===== config.mk =====
export PLATFORM = sky130hd
export DESIGN_NAME = spi2adc_scan_flat
export DESIGN_NICKNAME = d
export VERILOG_FILES = /design/src/rtl/spi2adc_scan_if.sv /design/src/rtl/spi2adc_scan.sv /design/src/flat_wrapper.sv
export SDC_FILE = /design/constraint.sdc
export NUM_CORES = 1
export LEC_CHECK = 0
export BUFFER_PORTS_ARGS = -buffer_cell sky130_fd_sc_hd__buf_2
export CAP_MARGIN = 0
export CORE_MARGIN = 2
export CORE_UTILIZATION = 59
export CTS_CLUSTER_DIAMETER = 50
export DETAILED_ROUTE_END_ITERATION = 6
export GPL_TIMING_DRIVEN = 1
export PLACE_DENSITY = 0.91
export SETUP_SLACK_MARGIN = 0.4
export SYNTH_ARGS = -nofsm -noshare
export SYNTH_HDL_FRONTEND = slang
export SYNTH_SLANG_ARGS = --single-unit

===== constraint.sdc =====
create_clock -name sysclk -period 2.5 [get_ports sysclk]
set_input_delay 0.125 -clock sysclk [delete_from_list [all_inputs] [get_ports sysclk]]
set_output_delay 0.125 -clock sysclk [all_outputs]
set_load 0.02 [all_outputs]

===== src/rtl/spi2adc_scan_if.sv =====
`default_nettype none
// ============================================================================
//  Module   : spi2adc_scan_if
//  Purpose  : Bundles the request/result handshake and the ADC pin-level SPI
//             signals of spi2adc_scan into one interface.
//  Ports    : start/channel/scan_en/clr_ovr   - conversion requests
//             data_from_adc/data_ch/data_valid - result delivery
//             busy/overrun                     - status
//             sdata_to_adc/adc_cs/adc_sck      - SPI pins driven to the ADC
//             sdata_from_adc                   - SPI DOUT returned by the ADC
//  Modports : slave  - the converter core (spi2adc_scan)
//             master - the surrounding system (requester and ADC pins)
//  Revision : 1.0 - initial release
// ============================================================================
interface spi2adc_scan_if #(
  parameter int unsigned DATA_W  = 10,
  parameter int unsigned CH_BITS = 1
);
  logic                start;
  logic [CH_BITS-1:0]  channel;
  logic                scan_en;
  logic                clr_ovr;
  logic [DATA_W-1:0]   data_from_adc;
  logic [CH_BITS-1:0]  data_ch;
  logic                data_valid;
  logic                busy;
  logic                overrun;
  logic                sdata_to_adc;
  logic                adc_cs;
  logic                adc_sck;
  logic                sdata_from_adc;

  modport slave (
    input  start, channel, scan_en, clr_ovr, sdata_from_adc,
    output data_from_adc, data_ch, data_valid, busy, overrun,
           sdata_to_adc, adc_cs, adc_sck
  );

  modport master (
    output start, channel, scan_en, clr_ovr, sdata_from_adc,
    input  data_from_adc, data_ch, data_valid, busy, overrun,
           sdata_to_adc, adc_cs, adc_sck
  );
endinterface
`default_nettype wire


===== src/rtl/spi2adc_scan.sv =====
`default_nettype none
// ============================================================================
//  Module   : spi2adc_scan
//  Purpose  : SPI master for MCP3xxx-class SAR ADCs. Runs single-shot
//             conversions on a start edge or continuous round-robin scans,
//             and returns each result tagged with its channel.
//  Ports    : sysclk - system clock
//             reset  - asynchronous active-high reset
//             bus    - spi2adc_scan_if.slave (requests, results, status,
//                      SPI pins sdata_to_adc/adc_cs/adc_sck/sdata_from_adc)
//  Revision : 1.0 - initial release
// ============================================================================
module spi2adc_scan #(
  parameter int unsigned CLK_DIV  = 25,
  parameter int unsigned DATA_W   = 10,
  parameter int unsigned CH_BITS  = 1,
  parameter logic        SGL      = 1'b1,
  parameter int unsigned TAIL_BIT = 1
) (
  input  logic         sysclk,
  input  logic         reset,
  spi2adc_scan_if.slave bus
);

  localparam int unsigned CMD_W = 2 + CH_BITS + TAIL_BIT;
  localparam int unsigned N_SCK = CMD_W + 1 + DATA_W;
  localparam int unsigned HC_W  = $clog2(2 * N_SCK);

  localparam logic [7:0]      DIV_LAST = 8'(CLK_DIV - 1);
  localparam logic [HC_W-1:0] HC_LAST  = HC_W'(2 * N_SCK - 1);
  // High phase of the first data bit (after command bits and the null bit).
  localparam logic [HC_W-1:0] HC_FIRST_DATA = HC_W'(2 * (CMD_W + 1) + 1);
  localparam logic [HC_W-1:0] HC_ONE        = HC_W'(1);

  typedef enum logic [1:0] {
    IDLE  = 2'd0,
    FRAME = 2'd1,
    GUARD = 2'd2
  } state_t;

  state_t              state_q;
  logic [7:0]          div_cnt_q;   // sysclk cycles within an SCK half-period
  logic [HC_W-1:0]     hcnt_q;      // SCK half-period index (also guard timer)
  logic                sck_q;
  logic                cs_q;
  logic                sdo_q;
  logic [CMD_W-1:0]    cmd_sr_q;    // command bits still to be shifted out
  logic [DATA_W-1:0]   shift_q;
  logic [DATA_W-1:0]   data_q;
  logic [CH_BITS-1:0]  data_ch_q;
  logic                valid_q;
  logic                busy_q;
  logic                ovr_q;
  logic                start_prev_q;
  logic                pend_q;
  logic [CH_BITS-1:0]  pend_ch_q;
  logic [CH_BITS-1:0]  ptr_q;
  logic [CH_BITS-1:0]  cur_ch_q;
  logic                scan_frame_q;

  logic                start_rise;
  logic                frame_done;
  logic                guard_end;
  logic                acc_win;
  logic                acc_scan;
  logic                acc_single;
  logic                accept;
  logic                capture;
  logic                drop;
  logic [CH_BITS-1:0]  acc_ch;
  logic [CMD_W-1:0]    cmd_w;

  assign start_rise = bus.start & ~start_prev_q;
  assign frame_done = (state_q == FRAME) && (hcnt_q == HC_LAST) && (div_cnt_q == DIV_LAST);
  assign guard_end  = (state_q == GUARD) && (hcnt_q == HC_ONE) && (div_cnt_q == DIV_LAST);

  // A new frame may start from IDLE or directly in the last guard cycle, so
  // back-to-back frames stay separated by exactly the guard interval.
  assign acc_win    = (state_q == IDLE) || guard_end;
  assign acc_scan   = acc_win & bus.scan_en;
  assign acc_single = acc_win & ~bus.scan_en & (start_rise | pend_q);
  assign accept     = acc_scan | acc_single;

  // An older pending request is served before a start edge seen this cycle.
  assign acc_ch = bus.scan_en ? ptr_q : (pend_q ? pend_ch_q : bus.channel);

  // Start edges while scanning are ignored. Otherwise an edge is captured as
  // pending when the pending slot is (or becomes) free, and dropped if full.
  assign capture = ~bus.scan_en & start_rise & (acc_win ? pend_q : ~pend_q);
  assign drop    = ~bus.scan_en & start_rise & ~acc_win & pend_q;

  // Command word, bit 0 shifted first: start, SGL, channel MSB-first, tail.
  assign cmd_w[0] = 1'b1;
  assign cmd_w[1] = SGL;
  for (genvar i = 0; i < CH_BITS; i++) begin : g_cmd_ch
    assign cmd_w[2+i] = acc_ch[CH_BITS-1-i];
  end
  if (TAIL_BIT != 0) begin : g_tail
    assign cmd_w[CMD_W-1] = 1'b1;
  end

  always_ff @(posedge sysclk or posedge reset) begin
    if (reset) begin
      state_q      <= IDLE;
      div_cnt_q    <= '0;
      hcnt_q       <= '0;
      sck_q        <= 1'b0;
      cs_q         <= 1'b1;
      sdo_q        <= 1'b0;
      cmd_sr_q     <= '0;
      shift_q      <= '0;
      data_q       <= '0;
      data_ch_q    <= '0;
      valid_q      <= 1'b0;
      busy_q       <= 1'b0;
      ovr_q        <= 1'b0;
      start_prev_q <= 1'b0;
      pend_q       <= 1'b0;
      pend_ch_q    <= '0;
      ptr_q        <= '0;
      cur_ch_q     <= '0;
      scan_frame_q <= 1'b0;
    end else begin
      start_prev_q <= bus.start;
      valid_q      <= 1'b0;

      if (capture) begin
        pend_q    <= 1'b1;
        pend_ch_q <= bus.channel;
      end else if (acc_single) begin
        pend_q <= 1'b0;
      end

      // Setting wins over a simultaneous clear.
      if (drop) begin
        ovr_q <= 1'b1;
      end else if (bus.clr_ovr) begin
        ovr_q <= 1'b0;
      end

      // Pointer sits at 0 whenever scanning is off, so a scan that stopped
      // mid-frame restarts from channel 0 once that frame has finished.
      if (!bus.scan_en) begin
        ptr_q <= '0;
      end else if (frame_done && scan_frame_q) begin
        ptr_q <= ptr_q + CH_BITS'(1);
      end

      if (accept) begin
        state_q      <= FRAME;
        cs_q         <= 1'b0;
        busy_q       <= 1'b1;
        sck_q        <= 1'b0;
        div_cnt_q    <= '0;
        hcnt_q       <= '0;
        sdo_q        <= cmd_w[0];
        cmd_sr_q     <= cmd_w >> 1;
        cur_ch_q     <= acc_ch;
        scan_frame_q <= acc_scan;
      end else begin
        case (state_q)
          IDLE: begin
            busy_q <= 1'b0;
          end

          FRAME: begin
            // DOUT is sampled in the first sysclk cycle of each SCK high
            // phase, skipping the command and null bits.
            if (sck_q && (div_cnt_q == 8'd0) && (hcnt_q >= HC_FIRST_DATA)) begin
              shift_q <= {shift_q[DATA_W-2:0], bus.sdata_from_adc};
            end
            if (div_cnt_q == DIV_LAST) begin
              div_cnt_q <= '0;
              if (frame_done) begin
                state_q   <= GUARD;
                hcnt_q    <= '0;
                sck_q     <= 1'b0;
                cs_q      <= 1'b1;
                sdo_q     <= 1'b0;
                data_q    <= shift_q;
                data_ch_q <= cur_ch_q;
                valid_q   <= 1'b1;
              end else begin
                hcnt_q <= hcnt_q + HC_ONE;
                sck_q  <= ~sck_q;
                // DIN only moves on the SCK falling edge.
                if (sck_q) begin
                  sdo_q    <= cmd_sr_q[0];
                  cmd_sr_q <= {1'b0, cmd_sr_q[CMD_W-1:1]};
                end
              end
            end else begin
              div_cnt_q <= div_cnt_q + 8'd1;
            end
          end

          GUARD: begin
            if (guard_end) begin
              state_q   <= IDLE;
              busy_q    <= 1'b0;
              div_cnt_q <= '0;
              hcnt_q    <= '0;
            end else if (div_cnt_q == DIV_LAST) begin
              div_cnt_q <= '0;
              hcnt_q    <= hcnt_q + HC_ONE;
            end else begin
              div_cnt_q <= div_cnt_q + 8'd1;
            end
          end

          default: begin
            state_q <= IDLE;
          end
        endcase
      end
    end
  end

  assign bus.sdata_to_adc  = sdo_q;
  assign bus.adc_cs        = cs_q;
  assign bus.adc_sck       = sck_q;
  assign bus.data_from_adc = data_q;
  assign bus.data_ch       = data_ch_q;
  assign bus.data_valid    = valid_q;
  assign bus.busy          = busy_q;
  assign bus.overrun       = ovr_q;

endmodule
`default_nettype wire

===== src/flat_wrapper.sv =====
// flat-port wrapper written by rule: the top's interface ports become plain ports
module spi2adc_scan_flat 
#(
  parameter int unsigned CLK_DIV  = 25,
  parameter int unsigned DATA_W   = 10,
  parameter int unsigned CH_BITS  = 1,
  parameter logic        SGL      = 1'b1,
  parameter int unsigned TAIL_BIT = 1
)
  (sysclk, reset, bus_start, bus_channel, bus_scan_en, bus_clr_ovr, bus_sdata_from_adc, bus_data_from_adc, bus_data_ch, bus_data_valid, bus_busy, bus_overrun, bus_sdata_to_adc, bus_adc_cs, bus_adc_sck);
  spi2adc_scan_if #(.DATA_W(DATA_W), .CH_BITS(CH_BITS)) bus_i ();
  input  logic sysclk;
  input  logic reset;
  input wire logic [$bits(bus_i.start)-1:0] bus_start;
  input wire logic [$bits(bus_i.channel)-1:0] bus_channel;
  input wire logic [$bits(bus_i.scan_en)-1:0] bus_scan_en;
  input wire logic [$bits(bus_i.clr_ovr)-1:0] bus_clr_ovr;
  input wire logic [$bits(bus_i.sdata_from_adc)-1:0] bus_sdata_from_adc;
  output wire logic [$bits(bus_i.data_from_adc)-1:0] bus_data_from_adc;
  output wire logic [$bits(bus_i.data_ch)-1:0] bus_data_ch;
  output wire logic [$bits(bus_i.data_valid)-1:0] bus_data_valid;
  output wire logic [$bits(bus_i.busy)-1:0] bus_busy;
  output wire logic [$bits(bus_i.overrun)-1:0] bus_overrun;
  output wire logic [$bits(bus_i.sdata_to_adc)-1:0] bus_sdata_to_adc;
  output wire logic [$bits(bus_i.adc_cs)-1:0] bus_adc_cs;
  output wire logic [$bits(bus_i.adc_sck)-1:0] bus_adc_sck;
  assign bus_i.start = bus_start;
  assign bus_i.channel = bus_channel;
  assign bus_i.scan_en = bus_scan_en;
  assign bus_i.clr_ovr = bus_clr_ovr;
  assign bus_i.sdata_from_adc = bus_sdata_from_adc;
  assign bus_data_from_adc = bus_i.data_from_adc;
  assign bus_data_ch = bus_i.data_ch;
  assign bus_data_valid = bus_i.data_valid;
  assign bus_busy = bus_i.busy;
  assign bus_overrun = bus_i.overrun;
  assign bus_sdata_to_adc = bus_i.sdata_to_adc;
  assign bus_adc_cs = bus_i.adc_cs;
  assign bus_adc_sck = bus_i.adc_sck;
  spi2adc_scan #(.CLK_DIV(CLK_DIV), .DATA_W(DATA_W), .CH_BITS(CH_BITS), .SGL(SGL), .TAIL_BIT(TAIL_BIT)) u_core (.sysclk(sysclk), .reset(reset), .bus(bus_i));
endmodule

# Word-level counts from Yosys, hierarchy flattened
# Cells that the tools add are included.
# word_totals
reg_bits,52
out_inout_bits,17
input_bits,7
elab_cells,128
# classes
n_eq_ne,12
muxes,49
n_lt_le_gt_ge,1
n_bitwise,16
n_reduce_logical,28
addsub,3
# op_table
operator,count
1-bit two-way mux,28
5-bit two-way mux,5
8-bit two-way mux,3
4-bit two-way mux,5
8-bit case mux with 2 select lines,1
3-bit AND reduction,4
4-bit AND reduction,3
2-bit nonzero test,6
5-bit case mux with 2 select lines,1
3-bit nonzero test,3
"8-bit by 1-bit adder with 8-bit output, second input constant",1
1-bit bitwise AND,8
"8-bit by 5-bit == test with 1-bit output, second input constant",1
8-bit zero test,1
2-bit two-way mux,4
1-bit logical AND,7
"3-bit by 1-bit inequality test with 1-bit output, second input constant",2
1-bit NOT,6
2-bit case mux with 3 select lines,1
"5-bit by 1-bit adder with 5-bit output, second input constant",1
"5-bit by 1-bit == test with 1-bit output, second input constant",1
"5-bit == test, second input constant",1
"5-bit by 4-bit >= comparator with 1-bit output, second input constant",1
"2-bit by 1-bit inequality test with 1-bit output, second input constant",2
other kinds (11),13

# Depth between registers and ports, before layout
# Gate-level depths: netlist of the first run.
# depth
word_depth,9
ltp_mapped,7

# Worst setup path before layout of the first run
# OpenSTA, ideal clock, no wires.
# synth_timing
kind,register to register
start,reg u_core.state_q[0]
end,reg u_core.data_ch_q (netlist: u_core.bus.data_ch)
synth_period_minus_slack_ns,2.103
arrival_ns,1.979
path_stages_with_launch,8
slack_ns,0.397
path_cell_list,dfrtp_1 > inv_1 > ha_1 > nor4b_2 > a41oi_1 > o21ai_1 > buf_4 > mux2_2
# synth_between
elab_chain_cells,9
word_cells_on_any_way,14
cone_classes,eq/ne (2); bitwise (5); reduce/logical (7)
# synth_lines
item,line,text
start: declaration,spi2adc_scan.sv:41,state_t state_q;
start signal: assignment,spi2adc_scan.sv:104,state_q <= IDLE;
start signal: assignment,spi2adc_scan.sv:150,state_q <= FRAME;
start signal: assignment,spi2adc_scan.sv:175,state_q <= GUARD;
2-bit == test,spi2adc_scan.sv:75,assign guard_end = (state_q == GUARD) && (hcnt_q == HC_ONE) && (div_cnt_q == DIV_LAST);
1-bit logical AND (2 in series),spi2adc_scan.sv:75,
1-bit logical OR,spi2adc_scan.sv:79,assign acc_win = (state_q == IDLE) || guard_end;
1-bit bitwise AND (2 in series),spi2adc_scan.sv:81,assign acc_single = acc_win & ~bus.scan_en & (start_rise | pend_q);
1-bit bitwise OR,spi2adc_scan.sv:82,assign accept = acc_scan | acc_single;
1-bit NOT (no source line),--,
4-bit AND reduction (no source line) (*),--,
end signal: assignment,spi2adc_scan.sv:181,data_ch_q <= cur_ch_q;
end: declaration,spi2adc_scan.sv:50,logic [CH_BITS-1:0] data_ch_q;
# Mark *: on every way between the ends. The rest lies on a longest branch, timed or not.
# A chain may end at the register's enable or synchronous reset.

# Worst setup path after layout of the first run
# layout_timing
start,reg u_core.state_q[1]
end,reg u_core.shift_q[7]
# layout_between
elab_chain_cells,9
word_cells_on_any_way,12
cone_classes,eq/ne (2); bitwise (5); reduce/logical (5)
# layout_lines
item,line,text
2-bit == test,spi2adc_scan.sv:75,
1-bit logical AND (2 in series),spi2adc_scan.sv:75,
1-bit logical OR,spi2adc_scan.sv:79,
1-bit bitwise AND (2 in series),spi2adc_scan.sv:81,
1-bit bitwise OR,spi2adc_scan.sv:82,
1-bit NOT (no source line),--,
3-bit AND reduction (no source line) (*),--,
end signal: assignment,spi2adc_scan.sv:170,"shift_q <= {shift_q[DATA_W-2:0], bus.sdata_from_adc};"
end: declaration,spi2adc_scan.sv:48,logic [DATA_W-1:0] shift_q;
# Marked as above.

==> impl_metrics.env, run 1 <==
export IMPL_die_w_um=70.0
export IMPL_grt_pass1_vias=2101
export IMPL_min_delay_path_depth=2
export IMPL_critPathKind="register to register"
export IMPL_status="finished clean"
export IMPL_rsz0062_at_grt="true"
export IMPL_via_per_inst=6.59
export IMPL_r2r_setup_slack_ns=0.19
export IMPL_dpl_instance_area_sq_mm=0.00275
export IMPL_synth_warning_count=0
export IMPL_ys_seq_elements=51
export IMPL_reg2reg_depth=8
export IMPL_cts_htree_levels=2
export IMPL_hold_viol=0
export IMPL_die_h_um=70.0
export IMPL_vdd_ir_drop_max_mv=0.552
export IMPL_fin_area_sq_mm=0.00326
export IMPL_synth_nets=247
export IMPL_layout_commonest_cell="dfrtp_1"
export IMPL_startpoint_type="register"
export IMPL_grt_pass1_wl_um=10500
export IMPL_clock_path_buffers=2
export IMPL_synthArstFlopShare=1.00
export IMPL_route_vias_total=2221
export IMPL_syn_area_sq_mm=0.00257
export IMPL_drv_cap=0
export IMPL_slew_violations=0
export IMPL_grt_antenna_before_repair=0
export IMPL_syn_area_per_cell_sq_um=11.0
export IMPL_grt_remaining_overflow=0
export IMPL_hold_start="bus_sdata_from_adc"
export IMPL_final_cell_mix="50 x dfrtp_1, 26 x buf_4, 23 x buf_2"
export IMPL_diodes=0
export IMPL_drtAntennaViolNets=0
export IMPL_pwr_density_cell_mw_per_mm2=815
export IMPL_final_layout_size_suffix_gt1_frac=0.390
export IMPL_drt_total_wl_um=7320
export IMPL_cts_tree="yes"
export IMPL_gp_congestion=0.892
export IMPL_arrival_ns=2.51
export IMPL_track_usage=0.274
export IMPL_place_ws_ns=0.181
export IMPL_max_slew_margin=0.617
export IMPL_hp_class="input pin to register"
export IMPL_cts_root_buf="clkbuf_8"
export IMPL_fin_crit_ns=2.31
export IMPL_p_leak_uw=0.00156
export IMPL_coreArea_sq_mm=0.00409
export IMPL_grt_max_degree=35
export IMPL_drcViolationCount=0
export IMPL_fin_skew_ns=0.00790
export IMPL_timing_fmax_ghz=0.432
export IMPL_setup_tns_ns=0
export IMPL_seq_area_sq_mm=0.00128
export IMPL_initial_utilization=0.628
export IMPL_setup_viol=0
export IMPL_drt_iter0_markers=176
export IMPL_finalCritPeriodShare=0.925
export IMPL_worst_r2r_startpoint="u_core.state_q[1]"
export IMPL_synth_ff_type="dfrtp_1"
export IMPL_port_buffers=23
export IMPL_crit_required_ns=2.70
export IMPL_cts_buffers=5
export IMPL_yosysSeqAreaShare=0.498
export IMPL_synthCells=233
export IMPL_hpwl_um=3680
export IMPL_nets=301
export IMPL_hold_ws_ns=0.0563
export IMPL_io_pins=24
export IMPL_final_fill_count=219
export IMPL_worstMarginPinSlew_ns=0.574
export IMPL_die_area_sq_mm=0.00489
export IMPL_synth_cell_types=52
export IMPL_power_uw=2660
export IMPL_rows=23
export IMPL_cp_max_fo=6
export IMPL_first_pass_iters=5
export IMPL_post_drt_wl_per_cell_um=21.7
export IMPL_synthToLayoutAreaGrowth_pct=27.2
export IMPL_clkTransAtPathRegs_ns=0.09
export IMPL_cts_sinks=51
export IMPL_reg2reg_to="u_core.shift_q[7]"
export IMPL_endpoint_kind="register"
export IMPL_clock_latency_ns=0.31
export IMPL_layout_setup_ws_ns=0.188
export IMPL_synth_edf_count=0
export IMPL_min_to="u_core.shift_q[0]"
export IMPL_multi_input_area_sq_mm=0.00136
==> logic make-up (layout without fill, tap and decap cells) <==
logic type,after synthesis,count (layout),synth area share
AOI/OAI and AO/OA,48,48,0.130
xor gates and xnor gates,3,3,0.0102
adders and majority gates,7,7,0.0341
buffers and inverters,25,79,0.0410
DFF,51,51,0.498
muxes,31,31,0.132
and+or+nand+nor,68,68,0.155
==> area by class of cell <==
type | count | area share
Timing Repair Buffer | 58 | 0.133
Sequential cell | 51 | 0.391
Clock inverter | 2 | 0.00422
Inverter | 14 | 0.0161
Multi-Input combinational cell | 157 | 0.415
Tap cell | 50 | 0.0192
Clock buffer | 5 | 0.0211
==> cell usage after synthesis (3+ instances only) <==
library cell | n | share of area
dfrtp_1 | 50 | 0.49
mux2_2 | 23 | 0.10
nand2_1 | 19 | 0.028
inv_1 | 14 | 0.020
o21ai_0 | 13 | 0.025
nor2_1 | 11 | 0.016
nand3_1 | 9 | 0.018
a21oi_1 | 8 | 0.016
mux2i_1 | 8 | 0.031
ha_1 | 7 | 0.034
clkbuf_1 | 5 | 0.0073
nand4_1 | 4 | 0.0097
a2111oi_0 | 3 | 0.010
a31oi_1 | 3 | 0.0073
buf_2 | 3 | 0.0058
nor3_1 | 3 | 0.0058
nor3b_1 | 3 | 0.0088
o211ai_1 | 3 | 0.0088
xnor2_1 | 3 | 0.010
==> critical path, cell delays in order, from the launching register on <==
cell and delay [ns]:
dfrtp_1 0.42, inv_1 0.13, ha_2 0.27, nor3b_1 0.29, nand4b_1 0.23, a211oi_4 0.27, buf_4 0.17, buf_12 0.12
mux2_4 0.31
==> sequential cells by signal, summed over array words and instances (netlist names), 2 cells and up <==
signal and flops:
u_core.bus.data_from_adc 10, u_core.hcnt_q 5, u_core.div_cnt_q 8, u_core.state_q 2, u_core.cmd_sr_q 3, u_core.shift_q 10
==> power by group <==
part | total, uW | switching [uW] | leakage [uW] | internal [uW]
clock | 463 | 271 | 0.0000440 | 192
sequential | 1040 | 116 | 0.000670 | 919
combinational | 1160 | 639 | 0.000845 | 521
total | 2660 | 1030 | 0.00156 | 1630
==> worst max path at each step <==
stage	start	endpoint	slack, ns	depth (start not counted)
floorplan	u_core.div_cnt_q[0]	u_core.shift_q[0]	0.42	7
global placement	u_core.state_q[0]	u_core.shift_q[7]	0.27	6
detailed placement	u_core.div_cnt_q[0]	u_core.shift_q[9]	0.18	6
CTS	u_core.div_cnt_q[1]	u_core.shift_q[9]	0.36	9
global route	u_core.state_q[1]	u_core.shift_q[7]	-0.08	8
finish	u_core.state_q[1]	u_core.shift_q[7]	0.19	8
==> through the flow <==
stage | utilization | cells
final | 0.799 | 337
after global placement | 0.674 | 302
after CTS | 0.751 | 326
after global routing | 0.799 | 337
after detailed placement | 0.674 | 302
after floorplan | - | 233
==> what timing repair did <==
item,CTS,global route
setup buffers,13,10
endpoints found under the setup margin,25,41
gates resized for setup,21,32
hold buffers,3,0
pin swaps,4,6
cloned,1,1
hold endpoints to repair,18,0
==> layer usage <==
| layer | vias up | track usage | wire (um) |
|---|---|---|---|
| met3 | 42 | 0.0563 | 498 |
| met5 | - | 0 | 0 |
| met4 | 0 | 0.128 | 400 |
| met1 | 1078 | 0.355 | 2910 |
| met2 | 144 | 0.443 | 3510 |
| li1 | 957 | - | - |
No activity file was read; power rests on OpenSTA's default activity.
==> inputs of run 2 (changes only) <==
CORE_ASPECT_RATIO = 2   (was default)
==> run 2 against run 1 <==
Compared with the run above:
- wire length down 3.0%
- power down 2.0%
- register-to-register slack better by 0.21 ns
- utilization down 5.4 points
- via count down 3.2%
- clock-buffer cell count up 1
- fmax up 10%
- largest cell class unchanged
==> impl_metrics.env, run 2 (synthesized netlist as in run 1, its figures left out) <==
export IMPL_grt_max_degree=52
export IMPL_fin_skew_ns=0.0137
export IMPL_finish_utilization=0.744
export IMPL_startpoint_type="register"
export IMPL_timing_fmax_ghz=0.477
export IMPL_nets=289
export IMPL_layout_commonest_cell="dfrtp_1"
export IMPL_hold_viol=0
export IMPL_track_usage=0.277
export IMPL_post_drt_wl_per_cell_um=21.5
export IMPL_gp_congestion=0.920
export IMPL_via_per_inst=6.52
export IMPL_die_w_um=50.6
export IMPL_cts_tree="yes"
export IMPL_coreArea_sq_mm=0.00425
export IMPL_max_slew_margin=0.315
export IMPL_vdd_ir_drop_max_mv=0.737
export IMPL_final_fill_count=248
export IMPL_die_h_um=97.3
export IMPL_port_buffers=23
export IMPL_hp_class="input pin to asynchronous set/reset pin"
export IMPL_io_pins=24
export IMPL_slew_violations=0
export IMPL_drcViolationCount=0
export IMPL_synthToLayoutAreaGrowth_pct=23.4
export IMPL_rsz0062_at_grt="true"
export IMPL_reg2reg_depth=6
export IMPL_drt_total_wl_um=7100
export IMPL_hpwl_um=3720
export IMPL_crit_required_ns=2.71
export IMPL_status="finished clean"
export IMPL_setup_viol=0
export IMPL_drtAntennaViolNets=0
export IMPL_grt_remaining_overflow=0
export IMPL_cp_max_fo=12
export IMPL_grt_antenna_before_repair=0
export IMPL_route_vias_total=2151
export IMPL_cts_root_buf="clkbuf_8"
export IMPL_fin_crit_ns=2.10
export IMPL_cts_htree_levels=2
export IMPL_setup_tns_ns=0
export IMPL_final_layout_size_suffix_gt1_frac=0.380
export IMPL_die_area_sq_mm=0.00493
export IMPL_clock_path_buffers=2
export IMPL_endpoint_kind="register"
export IMPL_clock_latency_ns=0.32
export IMPL_arrival_ns=2.31
export IMPL_grt_pass1_vias=2118
export IMPL_final_cell_mix="48 x dfrtp_1, 23 x buf_2, 19 x nand2_1"
export IMPL_critPathKind="register to register"
export IMPL_cts_buffers=5
export IMPL_diodes=0
export IMPL_initial_utilization=0.603
export IMPL_p_leak_uw=0.00147
export IMPL_worstMarginPinSlew_ns=1.03
export IMPL_first_pass_iters=5
export IMPL_pwr_density_cell_mw_per_mm2=823
export IMPL_rows=34
export IMPL_grt_pass1_wl_um=10300
export IMPL_drt_iter0_markers=85
export IMPL_finalCritPeriodShare=0.839
export IMPL_clkTransAtPathRegs_ns=0.10
export IMPL_drv_cap=0
export IMPL_cts_sinks=51
[run 2: cell types whose count changed in the layout (fill, tap and decap cells not counted), moves of 2 or more]
cell     previous run  this run
o21ai_1             2         0
mux2_4             21        10
mux2_2              2        13
buf_4              26        16
dfrtp_1            50        48
dfrtp_2             0         2
o21ai_0            11        13
[run 2: critical path, stage by stage (launching register included)]
cell and delay, ns:
dfrtp_1 0.45, inv_2 0.12, ha_2 0.35, and4b_2 0.29, a21o_4 0.27, mux2i_1 0.15
a2111oi_2 0.35
[run 2: final timing paths]
path / end / start / slack, ns
max in group asynchronous: u_core.hcnt_q[1] / reset / 1.75
min reg2reg: u_core.bus.adc_cs / u_core.bus.adc_cs / 0.52
max reg2reg: u_core.hcnt_q[3] / u_core.state_q[1] / 0.40
min: u_core.bus.data_from_adc[5] / reset / 0.04
max: u_core.hcnt_q[3] / u_core.state_q[1] / 0.40
min in group sysclk: u_core.shift_q[0] / bus_sdata_from_adc / 0.04
[run 2: per-layer routing]
metal | track usage | routed length, um
met1 | 0.326 | 2570
met2 | 0.469 | 3890
met3 | 0.0569 | 336
met5 | 0 | 0
met4 | 0.133 | 313
[run 2: final cells by class]
cell class | count | area, sq um | area share
multi-input cells | 157 | 1330 | 0.420
flip-flops and latches | 51 | 1280 | 0.404
repair buffers | 46 | 337 | 0.106
clock buffers | 6 | 82.6 | 0.0261
well taps | 54 | 67.6 | 0.0213
inverters | 14 | 52.6 | 0.0166
clock inverters | 2 | 16.3 | 0.00514
[run 2: per-stage QoR]
step | cells | setup WS [ns] | instance area, sq um | power [uW] | hold slack [ns]
2_1_floorplan | 233 | 0.421 | 2570 | 1560 | 0.156
3_3_place_gp | 304 | 0.225 | 2740 | 1710 | 0.255
3_5_place_dp | 304 | 0.116 | 2740 | 1760 | 0.260
4_1_cts | 325 | 0.390 | 3010 | 2370 | 0.0307
5_1_grt | 330 | 0.331 | 3170 | 2710 | 0.0409
6_report | 330 | 0.402 | 3170 | 2610 | 0.0389
[run 2: power by group]
part / total (uW) / internal, uW / switching, uW / leakage (uW)
clock: 524 / 227 / 298 / 0.0000474
combinational: 1050 / 469 / 579 / 0.000756
sequential: 1030 / 921 / 112 / 0.000667
total: 2610 / 1620 / 990 / 0.00147
[run 2: repair_timing]
| item | in CTS | in global routing |
|---|---|---|
| hold buffers | 2 | 0 |
| endpoints found under the setup margin | 27 | 40 |
| pin swaps | 5 | 5 |
| resized for setup | 12 | 30 |
| buffers inserted | 10 | 5 |
| gates cloned | 1 | 0 |
| endpoints found under the hold margin | 2 | 0 |
==> inputs of run 3 (changes only) <==
clock period = 2 ns   (was 2.5 ns; I/O delays follow)
==> run 3 against run 2 <==
Compared with the run above:
- the flow now finishes with violations (setup timing)
- largest cell class unchanged
- global-route usage is 11 points higher
- design area is 20% higher
- utilization is 15 points higher
- sequential share of layout area is 6.8 points lower
- die area stayed put
- non-clock buffer count is 39 higher
- power is 67% higher
- critical endpoint is now u_core.shift_q[2]
- sequential cell count stayed put
- hold slack worse by 0.025 ns
- highest routed layer unchanged
==> impl_metrics.env, run 3 (synthesized netlist as in run 1, its figures left out) <==
export IMPL_rsz0062_at_grt="true"
export IMPL_rows=34
export IMPL_cts_htree_levels=2
export IMPL_drt_total_wl_um=10900
export IMPL_hold_viol=0
export IMPL_first_pass_iters=5
export IMPL_fin_crit_ns=2.24
export IMPL_vdd_ir_drop_max_mv=0.998
export IMPL_finish_utilization=0.894
export IMPL_cp_max_fo=5
export IMPL_route_vias_total=2648
export IMPL_diodes=0
export IMPL_cp_num_cells=9
export IMPL_setup_tns_ns=-6.88
export IMPL_setup_viol=47
export IMPL_max_slew_margin=0.363
export IMPL_hp_class="input pin to register"
export IMPL_cp_top_family="compound AO/OA/AOI/OAI gates"
export IMPL_via_per_inst=7.18
export IMPL_final_cell_mix="50 x dfrtp_1, 37 x buf_4, 23 x buf_2"
export IMPL_slew_violations=0
export IMPL_finalCritPeriodShare=1.12
export IMPL_r2r_setup_slack_ns=-0.24
export IMPL_grt_remaining_overflow=0
export IMPL_reg2reg_depth=9
export IMPL_dpl_cell_count=326
export IMPL_timing_fmax_ghz=0.445
export IMPL_p_clk_frac=0.180
export IMPL_seqPwrFrac=0.290
export IMPL_port_buffers=23
export IMPL_cts_buffers=5
export IMPL_crit_chain="inv_2 -> ha_4 -> nor4b_4 -> buf_4 -> a41o_4 -> a211oi_4 -> buf_4 -> buf_12 -> mux2_4"
export IMPL_initial_utilization=0.603
export IMPL_drtAntennaViolNets=0
export IMPL_cts_root_buf="clkbuf_8"
export IMPL_cts_sinks=51
export IMPL_io_pins=24
export IMPL_clock_path_buffers=2
export IMPL_drv_cap=0
export IMPL_cts_tree="yes"
export IMPL_fin_skew_ns=0.0100
export IMPL_hpwl_um=4190
export IMPL_hold_start="bus_sdata_from_adc"
export IMPL_coreArea_sq_mm=0.00425
export IMPL_drt_iter0_markers=169
export IMPL_endpoint_kind="register"
export IMPL_cp_slowest_stage_delay_ns=0.39
export IMPL_final_layout_size_suffix_gt1_frac=0.546
export IMPL_post_drt_wl_per_cell_um=29.6
export IMPL_internal_power_uw=2600
export IMPL_die_w_um=50.6
export IMPL_worst_r2r_startpoint="u_core.div_cnt_q[0]"
export IMPL_stdcell_count=369
export IMPL_p_sw_frac=0.401
export IMPL_p_leak_uw=0.00175
export IMPL_crit_buf_inv=4
export IMPL_grt_antenna_before_repair=0
export IMPL_combPwrFrac=0.530
export IMPL_synthToLayoutAreaGrowth_pct=48.1
export IMPL_failed_checks="setup timing"
export IMPL_layout_commonest_cell="dfrtp_1"
export IMPL_min_to="u_core.shift_q[0]"
export IMPL_die_area_sq_mm=0.00493
export IMPL_nets=328
export IMPL_layout_setup_ws_ns=-0.245
export IMPL_clock_latency_ns=0.33
export IMPL_cpMostUsedCell="buf_4"
export IMPL_gp_congestion=0.921
export IMPL_cp_slowest_cell="dfrtp_1"
export IMPL_switchingPower_uw=1740
export IMPL_critPathKind="register to register"
export IMPL_min_delay_path_depth=2
export IMPL_worstMarginPinSlew_ns=0.953
export IMPL_grt_pass1_vias=2498
export IMPL_grt_pass1_wl_um=13900
export IMPL_clkTransAtPathRegs_ns=0.10
export IMPL_startpoint_type="register"
export IMPL_power_uw=4340
export IMPL_drcViolationCount=0
export IMPL_reg2reg_to="u_core.shift_q[2]"
export IMPL_track_usage=0.384
export IMPL_crit_required_ns=2.21
export IMPL_die_h_um=97.3
export IMPL_grt_max_degree=29
export IMPL_status="finished, violations left"
export IMPL_arrival_ns=2.46
export IMPL_pwr_density_cell_mw_per_mm2=1140
[run 3: cell count changes in the layout (fill, tap and decap cells not counted), sizes merged]
cell and change:
bufinv +1, inv +1, dlygate4sd3 +1, clkinv -1, clkbuf -1, buf +38
[run 3: layout make-up]
cell class	instances	area [sq um]
Clock buffer	5	68.8
Clock inverter	3	46.3
Fill cell	158	453
Inverter	14	52.6
Multi-Input combinational cell	157	1590
Sequential cell	51	1280
Tap cell	54	67.6
Timing Repair Buffer	85	699
[run 3: worst max-delay path by stage]
stage | start | slack (ns) | to
after floorplan | u_core.div_cnt_q[0] | -0.08 | u_core.shift_q[0]
after global placement | u_core.div_cnt_q[0] | 0.02 | u_core.bus.data_from_adc[9]
after detailed placement | u_core.div_cnt_q[0] | -0.11 | u_core.hcnt_q[4]
after CTS | u_core.div_cnt_q[0] | -0.07 | u_core.shift_q[9]
after global routing | u_core.div_cnt_q[0] | -0.25 | u_core.shift_q[3]
final | u_core.div_cnt_q[0] | -0.24 | u_core.shift_q[2]
[run 3: what timing repair did]
item                                    CTS  global route
hold buffers                              3             0
resized for setup                        77            39
hold endpoints to repair                 28             0
endpoints found under the setup margin   50            50
pin swaps                                15            14
setup buffers                            18            10
gates cloned                              3             1
[run 3: through the flow]
step | setup slack (ns) | hold slack, ns | cell area [sq um]
3_3_place_gp | 0.0183 | 0.185 | 2950
5_1_grt | -0.251 | 0.0155 | 3800
2_1_floorplan | -0.0784 | 0.131 | 2610
4_1_cts | -0.0681 | 0.0163 | 3560
3_5_place_dp | -0.112 | 0.204 | 2950
6_report | -0.245 | 0.0140 | 3800
[run 3: power by group through the flow]
| stage | registers [uW] | clock network [uW] | logic [uW] |
|---|---|---|---|
| finish | 1260 | 781 | 2300 |
| global placement | 1240 | 0 | 1070 |
| global route | 1260 | 819 | 2370 |
| floorplan | 1270 | 0 | 723 |
| detailed placement | 1240 | 0 | 1140 |
| CTS | 1230 | 756 | 1750 |
[run 3: per-layer routing]
layer	part of all wire	wire length, um	GRT usage	vias up
met5	0	0	0	-
li1	-	-	-	1015
met1	0.31	3390	0.455	1268
met2	0.49	5340	0.643	255
met3	0.088	958	0.0538	110
met4	0.11	1250	0.225	0
